==> config.mk <==
export PLATFORM = sky130hd
export DESIGN_NAME = id_ex_stage_skid
export DESIGN_NICKNAME = d
export VERILOG_FILES = /design/src/rtl/pipe_pkg.sv /design/src/rtl/pipe_skid_buf.sv /design/src/rtl/id_ex_stage_skid.sv
export SDC_FILE = /design/constraint.sdc
export NUM_CORES = 1
export LEC_CHECK = 0
export ABC_AREA = 1
export CAP_MARGIN = 5
export CELL_PAD_IN_SITES_DETAIL_PLACEMENT = 0
export CELL_PAD_IN_SITES_GLOBAL_PLACEMENT = 1
export CORE_ASPECT_RATIO = 1.25
export CORE_MARGIN = 3
export CORE_UTILIZATION = 32
export DETAILED_ROUTE_END_ITERATION = 10
export MAX_ROUTING_LAYER = met4
export PLACE_DENSITY = 0.77
export RECOVER_POWER = 50
export SLEW_MARGIN = 20
export SYNTH_ARGS = -nofsm -noshare
export SYNTH_HDL_FRONTEND = slang
export SYNTH_HIERARCHICAL = 1
export SYNTH_SLANG_ARGS = --single-unit
==> constraint.sdc <==
create_clock -name clk -period 1.3 [get_ports clk]
set_input_delay 0.13 -clock clk [delete_from_list [all_inputs] [get_ports clk]]
set_output_delay 0.13 -clock clk [all_outputs]
set_load 0.03 [all_outputs]
==> src/rtl/pipe_pkg.sv <==
// Shared pipeline types for the ID->EX stage: default widths, EXE command
// encodings, the default-width ID/EX payload bundle and the skid FSM states.
package pipe_pkg;

  localparam int PIPE_DATA_W  = 32;
  localparam int PIPE_RADDR_W = 5;
  localparam int PIPE_CMD_W   = 4;

  localparam logic [PIPE_CMD_W-1:0] EXE_ADD = 4'd0;
  localparam logic [PIPE_CMD_W-1:0] EXE_SUB = 4'd1;
  localparam logic [PIPE_CMD_W-1:0] EXE_AND = 4'd2;
  localparam logic [PIPE_CMD_W-1:0] EXE_OR  = 4'd3;
  localparam logic [PIPE_CMD_W-1:0] EXE_XOR = 4'd4;
  localparam logic [PIPE_CMD_W-1:0] EXE_SLL = 4'd5;
  localparam logic [PIPE_CMD_W-1:0] EXE_SRL = 4'd6;
  localparam logic [PIPE_CMD_W-1:0] EXE_SRA = 4'd7;
  localparam logic [PIPE_CMD_W-1:0] EXE_SLT = 4'd8;
  localparam logic [PIPE_CMD_W-1:0] EXE_MOV = 4'd9;
  localparam logic [PIPE_CMD_W-1:0] EXE_NOP = 4'd15;

  typedef struct packed {
    logic                    mem_r_en;
    logic                    mem_w_en;
    logic                    wb_en;
    logic [PIPE_CMD_W-1:0]   exe_cmd;
    logic [PIPE_RADDR_W-1:0] dest;
    logic [PIPE_RADDR_W-1:0] src1;
    logic [PIPE_RADDR_W-1:0] src2;
    logic [PIPE_DATA_W-1:0]  val1;
    logic [PIPE_DATA_W-1:0]  val2;
    logic [PIPE_DATA_W-1:0]  st_value;
  } id_ex_payload_t;

  typedef enum logic [1:0] {
    ST_EMPTY = 2'd0,
    ST_ONE   = 2'd1,
    ST_FULL  = 2'd2
  } skid_state_e;

endpackage

==> src/rtl/pipe_skid_buf.sv <==
// Generic valid/ready buffer on a flat W-bit payload with flush.
// Ports: i_clk, i_rst (sync, high), i_flush, i_in_valid/o_in_ready/i_in_data,
// o_out_valid/i_out_ready/o_out_data. SKID=1: 2 entries, registered ready.
module pipe_skid_buf
  import pipe_pkg::*;
#(
  parameter int W    = 8,
  parameter bit SKID = 1'b1
) (
  input  logic         i_clk,
  input  logic         i_rst,
  input  logic         i_flush,
  input  logic         i_in_valid,
  output logic         o_in_ready,
  input  logic [W-1:0] i_in_data,
  output logic         o_out_valid,
  input  logic         i_out_ready,
  output logic [W-1:0] o_out_data
);

  logic w_acc;
  logic w_drn;

  assign w_acc = i_in_valid & o_in_ready;
  assign w_drn = o_out_valid & i_out_ready;

  if (SKID) begin : g_skid
    skid_state_e  r_state;
    skid_state_e  w_state_nxt;
    logic [W-1:0] r_main;
    logic [W-1:0] r_skid;
    logic         w_ld_main;
    logic         w_ld_skid;
    logic         w_from_skid;

    always_comb begin
      w_state_nxt = r_state;
      w_ld_main   = 1'b0;
      w_ld_skid   = 1'b0;
      w_from_skid = 1'b0;
      unique case (r_state)
        ST_EMPTY: begin
          if (w_acc) begin
            w_state_nxt = ST_ONE;
            w_ld_main   = 1'b1;
          end
        end
        ST_ONE: begin
          if (w_acc && w_drn) begin
            w_ld_main = 1'b1;
          end else if (w_acc) begin
            w_state_nxt = ST_FULL;
            w_ld_skid   = 1'b1;
          end else if (w_drn) begin
            w_state_nxt = ST_EMPTY;
          end
        end
        ST_FULL: begin
          if (w_drn) begin
            w_state_nxt = ST_ONE;
            w_ld_main   = 1'b1;
            w_from_skid = 1'b1;
          end
        end
        default: w_state_nxt = ST_EMPTY;
      endcase
      // Flush kills both entries; payload regs keep their old data.
      if (i_flush) begin
        w_state_nxt = ST_EMPTY;
        w_ld_main   = 1'b0;
        w_ld_skid   = 1'b0;
      end
    end

    always_ff @(posedge i_clk) begin
      if (i_rst) begin
        r_state <= ST_EMPTY;
        r_main  <= '0;
        r_skid  <= '0;
      end else begin
        r_state <= w_state_nxt;
        if (w_ld_main) begin
          r_main <= w_from_skid ? r_skid : i_in_data;
        end
        if (w_ld_skid) begin
          r_skid <= i_in_data;
        end
      end
    end

    // Ready decodes only the state flop: no path from i_out_ready.
    assign o_in_ready  = (r_state != ST_FULL);
    assign o_out_valid = (r_state != ST_EMPTY);
    assign o_out_data  = r_main;
  end else begin : g_single
    logic         r_valid;
    logic [W-1:0] r_main;

    always_ff @(posedge i_clk) begin
      if (i_rst) begin
        r_valid <= 1'b0;
        r_main  <= '0;
      end else if (i_flush) begin
        r_valid <= 1'b0;
      end else if (w_acc) begin
        r_valid <= 1'b1;
        r_main  <= i_in_data;
      end else if (w_drn) begin
        r_valid <= 1'b0;
      end
    end

    assign o_in_ready  = ~r_valid | i_out_ready;
    assign o_out_valid = r_valid;
    assign o_out_data  = r_main;
  end

endmodule

==> src/rtl/id_ex_stage_skid.sv <==
// ID->EX stage register: packs the decode payload into a skid buffer,
// gates control bits with valid, and counts bubble cycles (saturating).
module id_ex_stage_skid
  import pipe_pkg::*;
#(
  parameter int DATA_W  = PIPE_DATA_W,
  parameter int RADDR_W = PIPE_RADDR_W,
  parameter int CMD_W   = PIPE_CMD_W,
  parameter bit SKID    = 1'b1,
  parameter int CNT_W   = 16
) (
  input  logic               clk,
  input  logic               rst,
  input  logic               flush,
  input  logic               in_valid,
  output logic               in_ready,
  input  logic               in_mem_r_en,
  input  logic               in_mem_w_en,
  input  logic               in_wb_en,
  input  logic [CMD_W-1:0]   in_exe_cmd,
  input  logic [RADDR_W-1:0] in_dest,
  input  logic [RADDR_W-1:0] in_src1,
  input  logic [RADDR_W-1:0] in_src2,
  input  logic [DATA_W-1:0]  in_val1,
  input  logic [DATA_W-1:0]  in_val2,
  input  logic [DATA_W-1:0]  in_st_value,
  output logic               out_valid,
  input  logic               out_ready,
  output logic               out_mem_r_en,
  output logic               out_mem_w_en,
  output logic               out_wb_en,
  output logic [CMD_W-1:0]   out_exe_cmd,
  output logic [RADDR_W-1:0] out_dest,
  output logic [RADDR_W-1:0] out_src1,
  output logic [RADDR_W-1:0] out_src2,
  output logic [DATA_W-1:0]  out_val1,
  output logic [DATA_W-1:0]  out_val2,
  output logic [DATA_W-1:0]  out_st_value,
  output logic [CNT_W-1:0]   bubble_cnt
);

  // Same layout as id_ex_payload_t, but sized by this instance's params.
  typedef struct packed {
    logic               mem_r_en;
    logic               mem_w_en;
    logic               wb_en;
    logic [CMD_W-1:0]   exe_cmd;
    logic [RADDR_W-1:0] dest;
    logic [RADDR_W-1:0] src1;
    logic [RADDR_W-1:0] src2;
    logic [DATA_W-1:0]  val1;
    logic [DATA_W-1:0]  val2;
    logic [DATA_W-1:0]  st_value;
  } payload_t;

  localparam int PW = $bits(payload_t);

  payload_t         w_in_pl;
  payload_t         w_out_pl;
  logic [PW-1:0]    w_out_flat;
  logic             w_out_valid;
  logic [CNT_W-1:0] r_bubble;

  assign w_in_pl = '{
    mem_r_en: in_mem_r_en,
    mem_w_en: in_mem_w_en,
    wb_en:    in_wb_en,
    exe_cmd:  in_exe_cmd,
    dest:     in_dest,
    src1:     in_src1,
    src2:     in_src2,
    val1:     in_val1,
    val2:     in_val2,
    st_value: in_st_value
  };

  pipe_skid_buf #(
    .W    (PW),
    .SKID (SKID)
  ) u_buf (
    .i_clk       (clk),
    .i_rst       (rst),
    .i_flush     (flush),
    .i_in_valid  (in_valid),
    .o_in_ready  (in_ready),
    .i_in_data   (w_in_pl),
    .o_out_valid (w_out_valid),
    .i_out_ready (out_ready),
    .o_out_data  (w_out_flat)
  );

  assign w_out_pl = payload_t'(w_out_flat);

  assign out_valid    = w_out_valid;
  assign out_mem_r_en = w_out_valid & w_out_pl.mem_r_en;
  assign out_mem_w_en = w_out_valid & w_out_pl.mem_w_en;
  assign out_wb_en    = w_out_valid & w_out_pl.wb_en;
  assign out_exe_cmd  = w_out_pl.exe_cmd;
  assign out_dest     = w_out_pl.dest;
  assign out_src1     = w_out_pl.src1;
  assign out_src2     = w_out_pl.src2;
  assign out_val1     = w_out_pl.val1;
  assign out_val2     = w_out_pl.val2;
  assign out_st_value = w_out_pl.st_value;

  // Flush does not clear the counter; only reset does.
  always_ff @(posedge clk) begin
    if (rst) begin
      r_bubble <= '0;
    end else if (!w_out_valid && (r_bubble != '1)) begin
      r_bubble <= r_bubble + 1'b1;
    end
  end

  assign bubble_cnt = r_bubble;

endmodule

==> results of run 1 <==
critical path, cell delays in order (launching register included):
cell and delay [ps]:
dfxtp_4 350, buf_6 120, nor2_4 190, nand3_4 200
buf_12 200, buf_12 130, buf_16 140, o21ai_2 100
a21oi_1 50
worst min path at each step:
stage	start	end	slack, ps
2_1_floorplan	rst	bubble_cnt[3]	190
3_3_place_gp	u_buf/g_skid.r_skid[37]	u_buf/g_skid.r_skid[37]	430
3_5_place_dp	u_buf/g_skid.r_skid[28]	u_buf/g_skid.r_skid[28]	440
4_1_cts	in_src2[0]	u_buf/g_skid.r_skid[96]	200
5_1_grt	in_val2[5]	u_buf/g_skid.r_skid[37]	230
6_report	in_src2[0]	u_buf/g_skid.r_skid[96]	230
layer usage:
metal	vias to the layer above	wire, um
met4	0	450
met2	273	17800
met5	-	0
met3	35	2240
li1	5874	-
met1	5115	16100
metrics by stage:
stage	cell area (um^2)	cells
2_1_floorplan	11300	1708
3_3_place_gp	14800	2397
3_5_place_dp	14800	2397
4_1_cts	15500	2464
5_1_grt	16800	2507
6_report	16800	2507
placed cells by master, fill, tap and decap left out, types with 9 or more instances in the layout:
cell	synthesis	layout
a21oi_1	127	96
a21oi_2	0	28
buf_12	0	29
buf_16	0	9
buf_2	38	66
buf_4	9	51
buf_6	4	24
clkbuf_1	53	10
clkbuf_16	0	50
clkbuf_2	0	55
clkdlybuf4s50_1	0	122
dfxtp_1	254	237
dfxtp_2	0	9
inv_1	258	253
nand2_1	408	367
nand2_2	3	37
nand3_1	18	17
nor2_1	275	250
nor2_2	1	24
o21ai_0	209	131
o21ai_1	31	62
o21ai_2	0	46
cell usage after synthesis (4+ instances only):
master    instances  share of area (%)
a21oi_1         127                5.7
buf_2            38                1.7
buf_4             9               0.60
buf_6             4               0.40
clkbuf_1         53                1.8
dfxtp_1         254                 45
inv_1           258                8.6
inv_2             4               0.13
nand2_1         408                 14
nand3_1          18               0.80
nand4_1           4               0.22
nor2_1          275                9.2
o21ai_0         209                9.3
o21ai_1          31                1.4
registers in the layout, indices dropped and copies added (netlist names):
register and cells:
u_buf/g_skid.r_skid 118, u_buf/o_out_data 118, bubble_cnt 16, u_buf/g_skid.r_state 2
cell type report:
cell class              instances  area (um^2)  share of cell area, %
clock buffers                  47          873                   5.20
clock inverters                 2         35.0                  0.208
flip-flops and latches        254         5130                   30.5
diodes                          3         7.51                 0.0447
well taps                     468          586                   3.48
multi-input cells            1088         5280                   31.4
repair buffers                382         3910                   23.2
inverters                     263          998                   5.94
report_power, final:
| part | internal [W] | switching, W | leakage, nW |
|---|---|---|---|
| logic | 0.00134 | 0.00188 | 5.22 |
| clock network | 0.00472 | 0.00318 | 0.445 |
| registers | 0.00812 | 0.000195 | 2.08 |
| total | 0.0142 | 0.00525 | 7.75 |
kinds of logic after synthesis:
| logic type | synth area share [%] |
|---|---|
| AO/OA/AOI/OAI | 16.4 |
| flip-flops | 45.4 |
| XOR/XNOR | 0.234 |
| AND/OR/NAND/NOR | 24.6 |
| adder cells (fa/ha/maj) | 0.112 |
| buffers and inverters | 13.3 |
repair_timing:
action / 4_1_cts / 5_1_grt
buffers inserted: 10 / 11
pin swaps: 4 / 30
endpoints found under the setup margin: 376 / 266
hold buffers: 0 / 0
resized for setup: 655 / 257
cloned: 8 / 30
==> summary.md, run 1 <==
| Metric | Value |
|---|---|
| Synth Flop Type | `dfxtp_1` |
| Mapped Avg Cell Area | `6.56 um^2` |
| Synth warnings | `6` |
| P per Cell Area | `1160 mW/mm^2` |
| TNS Setup | `-52590 ps` |
| Rows | `76` |
| Grt total ovfl | `0` |
| Syn nets | `~1800` |
| Vias in the first global route | `between 10000 and 15000` |
| F_max | `0.624 GHz` |
| Vias per inst | `around 4.5` |
| Top-Level Pins | `259` |
| Post-route DRC | `0` |
| Final Skew | `approximately 8.4 ps` |
| CTS tree | `done` |
| Syn Inst Count | `between 1500 and 2000` |
| Failing checks | `setup timing` |
| Worst Hold Class | `in -> reg` |
| Clock-pin slew on the worst setup and hold paths | `~60 ps` |
| Die Wd | `173 um` |
| Worst-margin pin slew | `507 ps` |
| Setup CP Type | `reg -> reg` |
| Largest net degree at the start of global routing | `59` |
| Grt met3 use | `4.12%` |
| Final setup fails | `251` |
| VDD IR-drop max | `1.01 mV` |
| Critical path endpoint category | `flop` |
| Final WS setup | `-303 ps` |
| Outcome | `finished, violations left` |
| Post-synthesis sequential area ratio | `45.4%` |
| Pleak | `7.75 nW` |
| Die Area | `0.0373 mm^2` |
| Tcrit/Tclk final | `123%` |
| CP Launch Type | `flop` |
| Port bufs | `around 260` |
| EDFF count, synth | `0` |
| Met1 Usage GRT | `20.9%` |
| Min cycle time layout | `1600 ps` |
| Clock buffer depth | `3` |
| RSZ-0062 raised after global routing | `true` |
| Gr usage total | `17.2%` |
| Setup crit start | `u_buf/g_skid.r_state[1]` |
| Met2 Resource Use GR | `29.2%` |
| Clock Latency Late Sink | `540 ps` |
| Maxcap violations | `0` |
| Layout area overhead | `49.9%` |
| Netlist Area Pre-Place | `about 0.011 mm^2` |
| First-pass GRT wire length | `52500 um` |
| DR iter-0 viols | `approximately 450` |
| Drt pass-1 iters | `5` |
| Layout cells sized above 1 | `23.7%` |
| DP HPWL | `roughly 21000 um` |
| # nets final | `between 2000 and 2500` |
| Wirelength, routed | `around 37000 um` |
| Initial antenna violation count | `3` |
| Hold Slack | `around 230 ps` |
| Final core utilization | `48.7%` |
| Worst slack at placement | `-584 ps` |
| Fillers | `3457` |
| CP Max Fanout | `7` |
| Slew HR | `66.1%` |
| Die height | `around 220 um` |
| H-tree levels | `1` |
| CP required | `1730 ps` |
| Reg2reg path depth | `8` |
| Fin. Hold Viols | `0` |
| Buffer type at the clock tree root | `clkbuf_16` |
| Vias | `11300` |
| Hold Path Stages | `3` |
| Reg-to-Reg End | `u_buf/g_skid.r_skid[97]` |
| R2R setup slack | `-300 ps` |
| Core Region | `0.0345 mm^2` |
| RR Startpoint | `u_buf/g_skid.r_state[1]` |
| Distinct cells, synth | `24` |
| Register bit total from synthesis | `around 250` |
| Antenna viol nets, final | `0` |
| CTS Sinks | `~250` |
| Design Power | `a little under 0.02 W` |
| Final Wtd Congestion | `about 0.78` |
| Wire per inst | `14.6 um` |
| Synth async-reset ratio | `0%` |
| Initial Utilization | `32.5%` |
| CP endpoint | `u_buf/g_skid.r_skid[97]` |
| Worst Path Arrival | `a little over 2000 ps` |
| Total CTS buffers | `28` |
| Max-slew violation count | `0` |
| Busiest grt layer | `met2` |
(Power assumes the default switching activity.)
==> inputs of run 2 (changes only) <==
ABC_CLOCK_PERIOD_IN_PS = 1300   (was default)
==> results of run 2 <==
Same layout as run 1: the final DEF is identical, and so are final timing and power.
